## config.mk

```make
export PLATFORM = sky130hd
export DESIGN_NAME = rng_arbiter
export DESIGN_NICKNAME = d
export VERILOG_FILES = /design/src/rtl/rng_pkg.sv /design/src/rtl/lfsr16_step.sv /design/src/rtl/rng_arbiter.sv
export SDC_FILE = /design/constraint.sdc
export NUM_CORES = 1
export LEC_CHECK = 0
export CORE_ASPECT_RATIO = 2
export CORE_UTILIZATION = 25
export DETAILED_ROUTE_END_ITERATION = 7
export GPL_ROUTABILITY_DRIVEN = 0
export SETUP_SLACK_MARGIN = 0.4
export SYNTH_ARGS = -nofsm -noshare
export SYNTH_HDL_FRONTEND = slang
export SYNTH_SLANG_ARGS = --single-unit
```

## constraint.sdc

```tcl
create_clock -name clk -period 1.8 [get_ports clk]
set_input_delay 0.36 -clock clk [delete_from_list [all_inputs] [get_ports clk]]
set_output_delay 0.36 -clock clk [all_outputs]
set_load 0.02 [all_outputs]
```

## src/rtl/rng_pkg.sv

```systemverilog
// Shared definitions for the random-number arbiter: FSM encoding, LFSR taps, safe seed.
package rng_pkg;

    typedef enum logic [1:0] {
        IDLE,
        MIX,
        DELIVER
    } rng_state_e;

    // Feedback taps of the right-shifting 16-bit LFSR
    localparam int TAP_A = 0;
    localparam int TAP_B = 2;
    localparam int TAP_C = 3;
    localparam int TAP_D = 5;

    localparam logic [15:0] RNG_SAFE_SEED = 16'hACE1;

    // A zero seed would lock the LFSR, so it is replaced by the safe seed
    function automatic logic [15:0] fix_seed(input logic [15:0] s, input logic [15:0] safe);
        return (s == 16'h0000) ? safe : s;
    endfunction

endpackage

```

## src/rtl/lfsr16_step.sv

```systemverilog
// Combinational next-state function of the 16-bit right-shifting LFSR.
module lfsr16_step (
    input  logic [15:0] cur,
    output logic [15:0] nxt
);
    import rng_pkg::*;

    assign nxt = {cur[TAP_A] ^ cur[TAP_B] ^ cur[TAP_C] ^ cur[TAP_D], cur[15:1]};

endmodule

```

## src/rtl/rng_arbiter.sv

```systemverilog
// Round-robin arbiter handing out LFSR random values to NREQ requesters.
// Optional macro RNG_FREE_RUN_EN: the LFSR also advances on every IDLE cycle.
module rng_arbiter #(
    parameter int          NREQ      = 3,
    parameter int          STEPS     = 4,
    parameter logic [15:0] SAFE_SEED = rng_pkg::RNG_SAFE_SEED
) (
    input  logic            clk,
    input  logic            rst,
    input  logic [15:0]     seed,
    input  logic            seed_load,
    input  logic [NREQ-1:0] req,
    output logic [NREQ-1:0] ack,
    output logic [15:0]     rnd_data,
    output logic            busy
);
    import rng_pkg::*;

    localparam int IW = (NREQ > 1) ? $clog2(NREQ) : 1;

    rng_state_e    state;
    rng_state_e    state_next;
    logic [15:0]   lfsr;
    logic [15:0]   lfsr_next;
    logic [IW-1:0] owner;
    logic [IW-1:0] rr_ptr;
    logic [IW-1:0] rr_after;
    logic [IW-1:0] grant_idx;
    logic          grant_found;
    logic [3:0]    step_cnt;
    logic          delivering;
    int            cand;

    lfsr16_step u_step (
        .cur (lfsr),
        .nxt (lfsr_next)
    );

    // Scan downward so the last hit, i.e. the first requester at or after rr_ptr, wins
    always_comb begin
        grant_found = 1'b0;
        grant_idx   = '0;
        cand        = 0;
        for (int i = NREQ - 1; i >= 0; i--) begin
            cand = (int'(rr_ptr) + i) % NREQ;
            if (req[cand[IW-1:0]]) begin
                grant_found = 1'b1;
                grant_idx   = cand[IW-1:0];
            end
        end
    end

    assign rr_after   = (owner == IW'(NREQ - 1)) ? '0 : owner + IW'(1);
    assign delivering = (state == DELIVER) && !seed_load;
    assign busy       = (state != IDLE);
    assign rnd_data   = delivering ? lfsr : 16'h0000;

    always_comb begin
        ack = '0;
        if (delivering) begin
            ack[owner] = 1'b1;
        end
    end

    always_comb begin
        state_next = state;
        if (seed_load) begin
            state_next = IDLE;
        end else begin
            case (state)
                IDLE:    if (grant_found) state_next = MIX;
                MIX:     if (step_cnt == 4'(STEPS - 1)) state_next = DELIVER;
                DELIVER: state_next = IDLE;
                default: state_next = IDLE;
            endcase
        end
    end

    always_ff @(posedge clk or posedge rst) begin
        if (rst) begin
            state <= IDLE;
        end else begin
            state <= state_next;
        end
    end

    // A reseed aborts any transaction silently and leaves rr_ptr untouched
    always_ff @(posedge clk or posedge rst) begin
        if (rst) begin
            lfsr     <= SAFE_SEED;
            owner    <= '0;
            rr_ptr   <= '0;
            step_cnt <= '0;
        end else if (seed_load) begin
            lfsr <= fix_seed(seed, SAFE_SEED);
        end else begin
            case (state)
                IDLE: begin
`ifdef RNG_FREE_RUN_EN
                    lfsr <= lfsr_next;
`else
                    lfsr <= lfsr;
`endif
                    if (grant_found) begin
                        owner    <= grant_idx;
                        step_cnt <= '0;
                    end
                end
                MIX: begin
                    lfsr     <= lfsr_next;
                    step_cnt <= step_cnt + 4'd1;
                end
                DELIVER: begin
                    rr_ptr <= rr_after;
                end
                default: begin
                    step_cnt <= '0;
                end
            endcase
        end
    end

endmodule

```

=== After elaboration in Yosys (flattened, before gate mapping) ===
Cells that the tools add are included.

* Add/subtract/negate cells: 4
* Multiply operators: 0
* Div/mod/pow operators: 3
* Magnitude comparators: 5
* Equality and inequality tests: 7
* Shifts and indexed selects: 0
* Multiplexer cells: 26
* Bitwise gates (word level): 5
* Reductions and logical operators: 11

{| class="wikitable"
|+ Operators with widths
! kind !! number
|-
| remainder unit 32 x 3 -> 32 bit, second input constant || 2
|-
| 2-to-1 mux 16 bit || 4
|-
| remainder unit 3 x 3 -> 32 bit, second input constant || 1
|-
| logical NOT 16 bit || 1
|-
| 2-to-1 mux 2 bit || 7
|-
| < comparator 2 x 3 -> 1 bit, second input constant || 4
|-
| one-hot mux 4 bit (3 select lines) || 1
|-
| 2-to-1 mux 1 bit || 7
|-
| binary-select mux 1 bit (select 2 bit) || 3
|-
| != test 3 bit, second input constant || 2
|-
| AND reduction 3 bit || 2
|-
| adder 4 x 1 -> 4 bit, second input constant || 1
|-
| equality test 2 bit, second input constant || 2
|-
| equality test 4 x 2 -> 1 bit, second input constant || 1
|-
| 2-to-1 mux 4 bit || 1
|-
| one-hot mux 2 bit (2 select lines) || 1
|-
| AND reduction 2 bit || 2
|-
| nonzero test 2 bit || 2
|-
| adder 2 x 1 -> 3 bit, second input constant || 1
|-
| adder 2 x 2 -> 3 bit, second input constant || 1
|-
| 2-to-1 mux 3 bit || 1
|-
| XOR 1 bit || 3
|-
| adder 2 x 1 -> 2 bit, second input constant || 1
|-
| demux 1 bit (select 2 bit) || 1
|-
| 7 further kinds || 9
|}

* Bits in registers: 26
* Latch bits: 0
* Memory bits (writable): 0
* Bits in read-only memories: 0
* Word-level logic and storage cells: 66
* Memories kept: 0

=== Logic depth before layout (Yosys ltp) ===
Gate-level depths: netlist of the first run.

* Depth in word-level cells: 10
* Depth in mapped cells: 8
* Mapped depth without buffers: 7

=== Cells and area by module ===
A second synthesis of the first run with hierarchy kept.

* Cell total of the unflattened synthesis: 185
* Area total of the unflattened synthesis: 1,775.5 sq um

{| class="wikitable"
|+ By module, submodules not included
! module !! times used !! cells an instance !! area each (sq um)
|-
| rng_arbiter || 1 || 167 || 1,636.6
|-
| lfsr16_step || 1 || 18 || 138.9
|}

=== Worst setup path after synthesis of the first run ===
No wires, ideal clock.

* Path kind: register to register
* Start: register rr_ptr[0]
* End: register owner[0]
* Library setup time: 0.125 ns
* Arrival: 1.805 ns
* Required time: 1.675 ns
* Path slack: -0.130 ns
* Cell stages (with the launch flop): 9
* Path buffers: 1
* Period minus slack after synthesis: 1.930 ns
* Cell sequence: dfrtp_1 inv_1 ha_1 buf_6 nor2b_4 o31ai_4 nand4_2 and3b_4 mux2_4

* Longest elaborated chain between the ends: 8
* Elaborated cells between the ends (all ways): 18

{| class="wikitable"
|+ RTL lines
! what !! line !! text
|-
| from (decl) || rng_arbiter.sv:26 || <nowiki>logic [IW-1:0] rr_ptr;</nowiki>
|-
| from (signal assigned) || rng_arbiter.sv:114 || <nowiki>rr_ptr <= rr_after;</nowiki>
|-
| adder 2 x 2 -> 3 bit || rng_arbiter.sv:45 || <nowiki>cand = (int'(rr_ptr) + i) % NREQ;</nowiki>
|-
| remainder unit 32 x 3 -> 32 bit || rng_arbiter.sv:45 ||
|-
| binary-select mux 1 bit (select 2 bit) || rng_arbiter.sv:46 || <nowiki>if (req[cand[IW-1:0]]) begin</nowiki>
|-
| 2-to-1 mux 1 bit (implied by the code) || rng_arbiter.sv:46 ||
|-
| 2-to-1 mux 1 bit (3 in series) || rng_arbiter.sv:46 ||
|-
| AND reduction 3 bit (no line) || - ||
|-
| to (signal assigned) || rng_arbiter.sv:105 || <nowiki>owner <= grant_idx;</nowiki>
|-
| to (decl) || rng_arbiter.sv:25 || <nowiki>logic [IW-1:0] owner;</nowiki>
|}

Parallel ways exist; a longest one is shown, timed or not. The select of a mux whose other input is x is not followed.
A chain may end at the register's enable or synchronous reset.

=== Final worst setup path of the first run ===
* Start: register rr_ptr[1]
* End: register owner[0]

The elaborated chain is that of the path after synthesis.

==> results.ini, run 1 <==
[die]
fp-row-count = 41
core_area_um2 = 6360
start_util = 0.262
ios = 42
chipHeight_um = 117
die_w_um = 59.7
die_area_um2 = 7010

[status]
run_status = finished, violations left
violations = setup timing

[sta]
period_minus_slack_ps = 1920
fin_ws_ps = -121
maxSlewHeadroom = 0.766
worst_pin_slew_ps = 351
final.setup.tns_ps = -546
finalCritPeriodShare = 1.07
setup_violations = 11
fmax_mhz = 520
report.final.slew_viol_count = 0
rsz0062_at_grt = true
finalHoldViolations = 0
skew_ps = 3.08

[worst_setup_path]
worst_setup_path_end_kind = flop
crit_type = reg2reg
slowest_delay_ps = 430
crit_chain = ha_4 > nor2b_4 > o31ai_4 > nand4_2 > and3b_4 > mux2_4
critical_path_arrival_ps = 2060
r2r_end = owner[0]
crit_slowest_cell = dfrtp_2
r2r_slack_ps = -120
required_ps = 1940
r2r_cells = 6
start_kind = flop
rr_startpoint = rr_ptr[1]
crit_fanout = 5

[clocking]
clk_latency_ps = 260
cts_root_buf = clkbuf_16
cts.htree.levels = 1
hold_buffers = 0
cts_tree = built
clock_sinks = 26
clkSlewWorstSetupHoldPaths_ps = 60
cts_buffer_depth = 2
numCtsBuffers = 3

[synthesis]
synthCells = 172
synth_area_um2 = 1660
ys_warn_count = 0
ys_seq_elements = 26
synthDominantCellAreaShare = 0.271
syn_area_per_cell_um2 = 9.67
syn_nets = 199
yosysSeqAreaShare = 0.397
yosys.area.top_type = dfrtp_1
synth.distinct_cells = 40
synth.area.top_cells = dfrtp_1 (27%), dfstp_2 (13%), and3_1 (6.4%)

[global_route]
grt_max_degree = 33
antenna_found_initial = 0
groute.usage.overall = 0.160
grt_pass1_vias = 1774
grt-ovfl-total = 0
grt_pass1_wl_mm = 8.53

[cells_and_area]
stdcell_count = 343
final_util = 0.479
nets = 286
mostFrequentLayoutCell = buf_6
layout_common_cells = buf_6 (40), buf_4 (25), and3_4 (16), dfrtp_1 (16), clkdlybuf4s50_1 (13)
layout-drive-gt1-share = 0.537
syn2layout_area_growth_pct = 82.9
fill_cells = 592
n_antenna_cell = 0

[pwr]
vdd_drop_max_mv = 0.552
p_total_mw = 2.36
p_leak_nw = 1.35
power_density_nw_per_um2 = 776

[worst_hold_path]
hp-class = in2async

[placed_design]
portBuffers = 41
dp_hpwl_mm = 3.55
post-place-cells = 315

[drt]
drtPass1Iterations = 4
vias = 1661
drtIter0Drc = 40
drc = 0
routed_wl_mm = 5.53
viasPerCell = 4.84
post_drt_wl_per_cell_um = 16.1
final_antenna_net_count = 0

[run]
maxCapViolations = 0

==> worst max-delay path by stage <==
stage,endpoint,depth (start not counted),startpoint
finish,owner[0],6,rr_ptr[1]
floorplan,owner[0],8,rr_ptr[0]
global placement,rnd_data[2],5,seed_load
detailed placement,ack[1],5,seed_load
CTS,owner[0],6,rr_ptr[1]
global route,owner[0],7,rr_ptr[0]
==> registers in the layout, summed over array words and instances, names as in the netlist <==
register / flops
state: 2
rr_ptr: 2
lfsr: 16
step_cnt: 4
owner: 2
==> cells in the mapped netlist <==
library cell,instances
clkbuf_1,6
and3b_4,1
nor2b_1,5
nand3_1,2
buf_6,1
o2bb2ai_1,2
dfstp_2,8
mux2_2,6
nand2_1,15
mux2_1,1
o22a_1,8
nor4_1,4
or2_1,1
nor3_1,4
nand4_1,1
a41oi_1,1
o2111ai_1,1
o31ai_4,1
nand2b_1,2
dfrtp_1,18
mux2i_1,10
nor3b_1,2
a21boi_0,1
a21oi_1,2
buf_2,2
ha_1,5
nor2b_4,1
o21bai_1,1
o21ai_0,16
nor2_1,8
nand4_2,1
inv_1,7
or2_2,1
mux2_4,2
and3_1,17
a22o_1,1
o22ai_1,1
a21o_1,2
xnor2_1,3
a32o_1,1
==> per-layer routing <==
metal / vias to the layer above / part of all wire / global-route usage
li1: 798 / - / -
met1: 791 / 0.35 / 0.167
met2: 60 / 0.59 / 0.297
met3: 12 / 0.028 / 0.0143
met4: 0 / 0.031 / 0.0814
met5: - / 0 / 0
==> stage by stage <==
| step | setup slack, ps | hold slack [ps] | cell area, um^2 |
|---|---|---|---|
| after CTS | -128 | 491 | 2930 |
| final | -121 | 469 | 3040 |
| after global routing | -193 | 509 | 3040 |
| after floorplan | -82.9 | 394 | 1710 |
| after detailed placement | -544 | 530 | 2380 |
| after global placement | -544 | 533 | 2380 |
==> worst max-delay path, delay by kind of cell (launching register included) <==
family | cells | cell delay, ps
simple gates | 3 | 500
fa+ha+maj | 1 | 280
compound gates | 1 | 290
flops | 1 | 430
mux | 1 | 300
==> where the power goes <==
group          internal, mW  leakage [nW]  switching [mW]
Combinational         0.619          1.01           0.430
Sequential            0.702         0.311           0.130
Clock                 0.294        0.0370           0.188
Total                  1.62          1.35           0.748
==> cells by family after synthesis <==
family,after synthesis,synth area share
buffers and inverters,16,0.0421
AOI/OAI and AO/OA,38,0.163
DFF,26,0.397
muxes,19,0.126
and+or+nand+nor,65,0.219
xor gates and xnor gates,3,0.0158
adders and majority gates,5,0.0376
==> repair_timing <==
| action | CTS | global route |
|---|---|---|
| gates resized for setup | 210 | 10 |
| buffers inserted | 16 | 5 |
| endpoints found under the setup margin | 37 | 44 |
| cloned | 3 | 1 |
| pin swaps | 29 | 11 |
==> area by class of cell <==
| class | instances | area, um^2 | share of cell area |
|---|---|---|---|
| multi-input combinational | 130 | 1230 | 0.403 |
| clock buffer | 3 | 75.1 | 0.0247 |
| sequential | 26 | 663 | 0.218 |
| inverter | 7 | 26.3 | 0.00863 |
| timing repair buffer | 91 | 946 | 0.311 |
| tap | 86 | 108 | 0.0353 |
(Power assumes the default switching activity.)
==> inputs of run 2 (changes only) <==
--- a/config.mk
+++ b/config.mk
@@ -7,9 +7,12 @@
 export LEC_CHECK = 0
 export CORE_ASPECT_RATIO = 2
 export CORE_UTILIZATION = 25
+export CTS_BUF_LIST = sky130_fd_sc_hd__clkbuf_16
 export DETAILED_ROUTE_END_ITERATION = 7
 export GPL_ROUTABILITY_DRIVEN = 0
+export PLACE_DENSITY_LB_ADDON = 0.3
 export SETUP_SLACK_MARGIN = 0.4
+export SKIP_CTS_REPAIR_TIMING = 1
 export SYNTH_ARGS = -nofsm -noshare
 export SYNTH_HDL_FRONTEND = slang
 export SYNTH_SLANG_ARGS = --single-unit
==> results.ini, run 2 (synthesis results as in run 1) <==
[cells_and_area]
layout-drive-gt1-share = 0.471
mostFrequentLayoutCell = buf_6
n_antenna_cell = 0
fill_cells = 655
nets = 268
largest_register_ffs = 16
final_util = 0.436
largest-register = lfsr
reg.largest.list = lfsr (16), step_cnt (4)
syn2layout_area_growth_pct = 66.6
layout_common_cells = buf_6 (27), buf_4 (24), dfrtp_1 (17)

[pwr]
vdd_drop_max_mv = 0.432
power_density_nw_per_um2 = 768
p_leak_nw = 1.25

[sta]
period_minus_slack_ps = 1890
fmax_mhz = 530
worst_pin_slew_ps = 357
report.final.slew_viol_count = 0
finalCritPeriodShare = 1.05
fin_ws_ps = -86.0
setup_violations = 3
finalHoldViolations = 0
skew_ps = 4.53
maxSlewHeadroom = 0.762
rsz0062_at_grt = true

[worst_setup_path]
crit_fanout = 7
worst_setup_path_end_kind = flop
crit_slowest_cell = dfrtp_2
r2r_end = owner[0]
crit_chain = ha_4 > mux2i_1 > or2_1 > nand4_4 > and3b_4 > mux2_4
slowest_delay_ps = 450
crit_type = reg2reg
start_kind = flop
r2r_cells = 6
critical_path_arrival_ps = 2030
rr_startpoint = rr_ptr[1]
required_ps = 1950
setup.worst_path.start = rr_ptr[1]
r2r_slack_ps = -90

[clocking]
cts_buffer_depth = 2
cts_tree = built
clk_latency_ps = 260
numCtsBuffers = 3
clkSlewWorstSetupHoldPaths_ps = 70
cts.htree.levels = 1
cts_root_buf = clkbuf_16
clock_sinks = 26

[die]
ios = 42
core_area_um2 = 6360
start_util = 0.262
die_w_um = 59.7
chipHeight_um = 117
die_area_um2 = 7010
fp-row-count = 41

[drt]
post_drt_wl_per_cell_um = 14.2
vias = 1544
drtIter0Drc = 38
viasPerCell = 4.74
routed_wl_mm = 4.64
drtPass1Iterations = 2
final_antenna_net_count = 0
drc = 0

[status]
violations = setup timing
run_status = finished, violations left

[worst_hold_path]
hp-class = in2reg
hold_start = seed[4]
min_path_cells = 3
holdPathEnd = lfsr[4]

[placed_design]
place_ws_ps = -560
dp_hpwl_mm = 3.42
portBuffers = 41

[global_route]
grt-ovfl-total = 0
grt_pass1_wl_mm = 7.31
grt_pass1_vias = 1571
groute.usage.overall = 0.137
antenna_found_initial = 0
grt_max_degree = 33

[run]
maxCapViolations = 0

[run 2: changes by cell type in the layout (fill, tap and decap cells not counted), moves of 6 or more]
cell,delta
mux2_2,+6
dlymetal6s2s_1,+8
o21ai_0,+8
o21ai_1,-8
dlygate4sd2_1,-8
mux2_4,-7
buf_6,-13
[run 2: final cells by class]
class | instances | area (um^2) | share of cell area
repair buffers | 73 | 734 | 0.265
clock buffers | 3 | 75.1 | 0.0271
well taps | 86 | 108 | 0.0388
multi-input cells | 130 | 1160 | 0.420
clock inverters | 1 | 3.75 | 0.00135
flip-flops and latches | 26 | 662 | 0.239
inverters | 7 | 26.3 | 0.00948
[run 2: worst max-delay path by stage]
| stage | end | depth (start not counted) |
|---|---|---|
| finish | owner[0] | 6 |
| floorplan | owner[0] | 8 |
| global placement | ack[1] | 5 |
| detailed placement | ack[1] | 5 |
| global route | owner[1] | 6 |
| CTS | ack[1] | 5 |
[run 2: worst max-delay path, delay by kind of cell (launching register included)]
kind,cells,cell delay (ps)
and+or+nand+nor,3,500
muxes,2,480
DFF,1,450
adders and majority gates,1,340
[run 2: where the power goes]
part           switching, mW  leakage [nW]  internal [mW]
Clock                  0.198        0.0385          0.297
Combinational          0.350         0.902          0.460
Sequential             0.122         0.312          0.702
[run 2: routing by layer]
| metal | part of all wire | track usage | vias to the layer above |
|---|---|---|---|
| met2 | 0.58 | 0.247 | 35 |
| met1 | 0.38 | 0.154 | 743 |
| met3 | 0.023 | 0.0165 | 7 |
| met4 | 0.019 | 0.0523 | 0 |
| li1 | - | - | 759 |
| met5 | 0 | 0 | - |
[run 2: through the flow]
stage | hold WS (ps) | TNS [ps] | area, um^2 | power (mW) | instances
finish | 362 | -179 | 2770 | 2.13 | 326
global route | 400 | -569 | 2770 | 2.27 | 326
CTS | 481 | -10740 | 2450 | 2.00 | 317
detailed placement | 525 | -10450 | 2370 | 1.50 | 313
global placement | 518 | -10840 | 2370 | 1.49 | 313
floorplan | 394 | -166 | 1710 | 1.26 | 172
==> inputs of run 3 (changes only) <==
==> constraint.sdc (replaced) <==
create_clock -name clk -period 1.95 [get_ports clk]
set_input_delay 0.39 -clock clk [delete_from_list [all_inputs] [get_ports clk]]
set_output_delay 0.39 -clock clk [all_outputs]
set_load 0.02 [all_outputs]
==> results.ini, run 3 (synthesis results as in run 1) <==
[sta]
rsz0062_at_grt = true
report.final.slew_viol_count = 0
finalCritPeriodShare = 0.972
maxSlewHeadroom = 0.764
skew_ps = 3.55
finalHoldViolations = 0
hold_slack_ps = 492
worst_pin_slew_ps = 354
final.setup.tns_ps = 0
setup_violations = 0
period_minus_slack_ps = 1890
fmax_mhz = 528

[worst_setup_path]
r2r_end = owner[1]
worst-path-buf-inv = 1
r2r_slack_ps = 60
crit_type = reg2reg
slowest_delay_ps = 400
rr_startpoint = rr_ptr[0]
critical_path_arrival_ps = 2040
worst_setup_path_end_kind = flop
setup.worst_path.start = rr_ptr[0]
path_delay_family = multiplexers
r2r_cells = 7
start_kind = flop
required_ps = 2100
crit_fanout = 8
crit_slowest_cell = dfrtp_1
crit_chain = inv_2 > ha_4 > mux2i_1 > or2_1 > nand4_2 > and3b_4 > mux2_4

[drt]
drc = 0
drtIter0Drc = 36
routed_wl_mm = 4.80
viasPerCell = 4.83
drtPass1Iterations = 4
final_antenna_net_count = 0
post_drt_wl_per_cell_um = 14.6
vias = 1584

[placed_design]
portBuffers = 41
dp_hpwl_mm = 3.30

[die]
core_area_um2 = 6360
start_util = 0.262
ios = 42
die_w_um = 59.7
fp-row-count = 41
chipHeight_um = 117
die_area_um2 = 7010

[clocking]
cts_buffer_depth = 2
clock_sinks = 26
numCtsBuffers = 3
clk_latency_ps = 260
cts_tree = built
cts.htree.levels = 1
clkSlewWorstSetupHoldPaths_ps = 70
cts_root_buf = clkbuf_16

[global_route]
groute.usage.overall = 0.132
grt_max_degree = 33
grt_pass1_wl_mm = 7.13
grt_pass1_vias = 1558
antenna_found_initial = 0
grt-ovfl-total = 0

[cells_and_area]
largest-register = lfsr
nets = 270
layout_common_cells = buf_6 (25), buf_4 (24), clkdlybuf4s50_1 (20)
n_antenna_cell = 0
syn2layout_area_growth_pct = 70.2
final_util = 0.445
mostFrequentLayoutCell = buf_6
largest_register_ffs = 16
layout-drive-gt1-share = 0.479
reg.largest.list = lfsr (16), step_cnt (4)

[pwr]
netSwitchingPower_uw = 637
p_leak_nw = 1.23
pwr-share-seq = 0.355
combinationalPowerShare = 0.367
p_clk_frac = 0.278
vdd_drop_max_mv = 0.442
power_density_nw_per_um2 = 756
swShare = 0.297
p_total_mw = 2.14
intPower_mw = 1.51

[run]
maxCapViolations = 0

[worst_hold_path]
hp-class = in2async

[status]
run_status = completed

==> run 3: power by group through the flow <==
stage	Sequential, mW	Combinational (mW)	Clock (mW)
after global placement	0.760	0.605	0
after detailed placement	0.763	0.613	0
after global routing	0.778	0.850	0.634
after floorplan	0.739	0.421	0
after CTS	0.754	0.620	0.609
final	0.761	0.785	0.596
==> run 3: worst register-to-register path, stage by stage, from the launching register on <==
cell	delay [ps]
dfrtp_1	400
inv_2	70
ha_4	330
mux2i_1	210
or2_1	160
nand4_2	110
and3b_4	210
mux2_4	290
==> run 3: area by class of cell <==
| type | count | area, um^2 |
|---|---|---|
| multi-input cells | 130 | 1160 |
| well taps | 86 | 108 |
| repair buffers | 75 | 774 |
| flip-flops and latches | 26 | 662 |
| inverters | 7 | 26.3 |
| fillers | 641 | 3530 |
| clock inverters | 1 | 30.0 |
| clock buffers | 3 | 75.1 |
==> run 3: worst max path at each step <==
stage | end | slack [ps] | depth (start not counted)
finish | owner[1] | 60 | 7
global route | owner[1] | -20 | 8
CTS | ack[1] | -500 | 5
detailed placement | ack[1] | -500 | 5
global placement | ack[1] | -510 | 5
floorplan | owner[0] | 70 | 8
==> run 3: layer usage <==
layer | global-route usage | wire length, um
met5 | 0 | 0
met4 | 0.0538 | 123
met3 | 0.0165 | 149
met2 | 0.240 | 2750
met1 | 0.144 | 1780
==> run 3: stage by stage <==
stage,setup slack [ps],std cells,area (um^2)
after CTS,-500,314,2430
after floorplan,67.1,172,1700
final,55.2,328,2830
after global routing,-19.9,328,2830
after detailed placement,-499,310,2320
after global placement,-508,310,2320
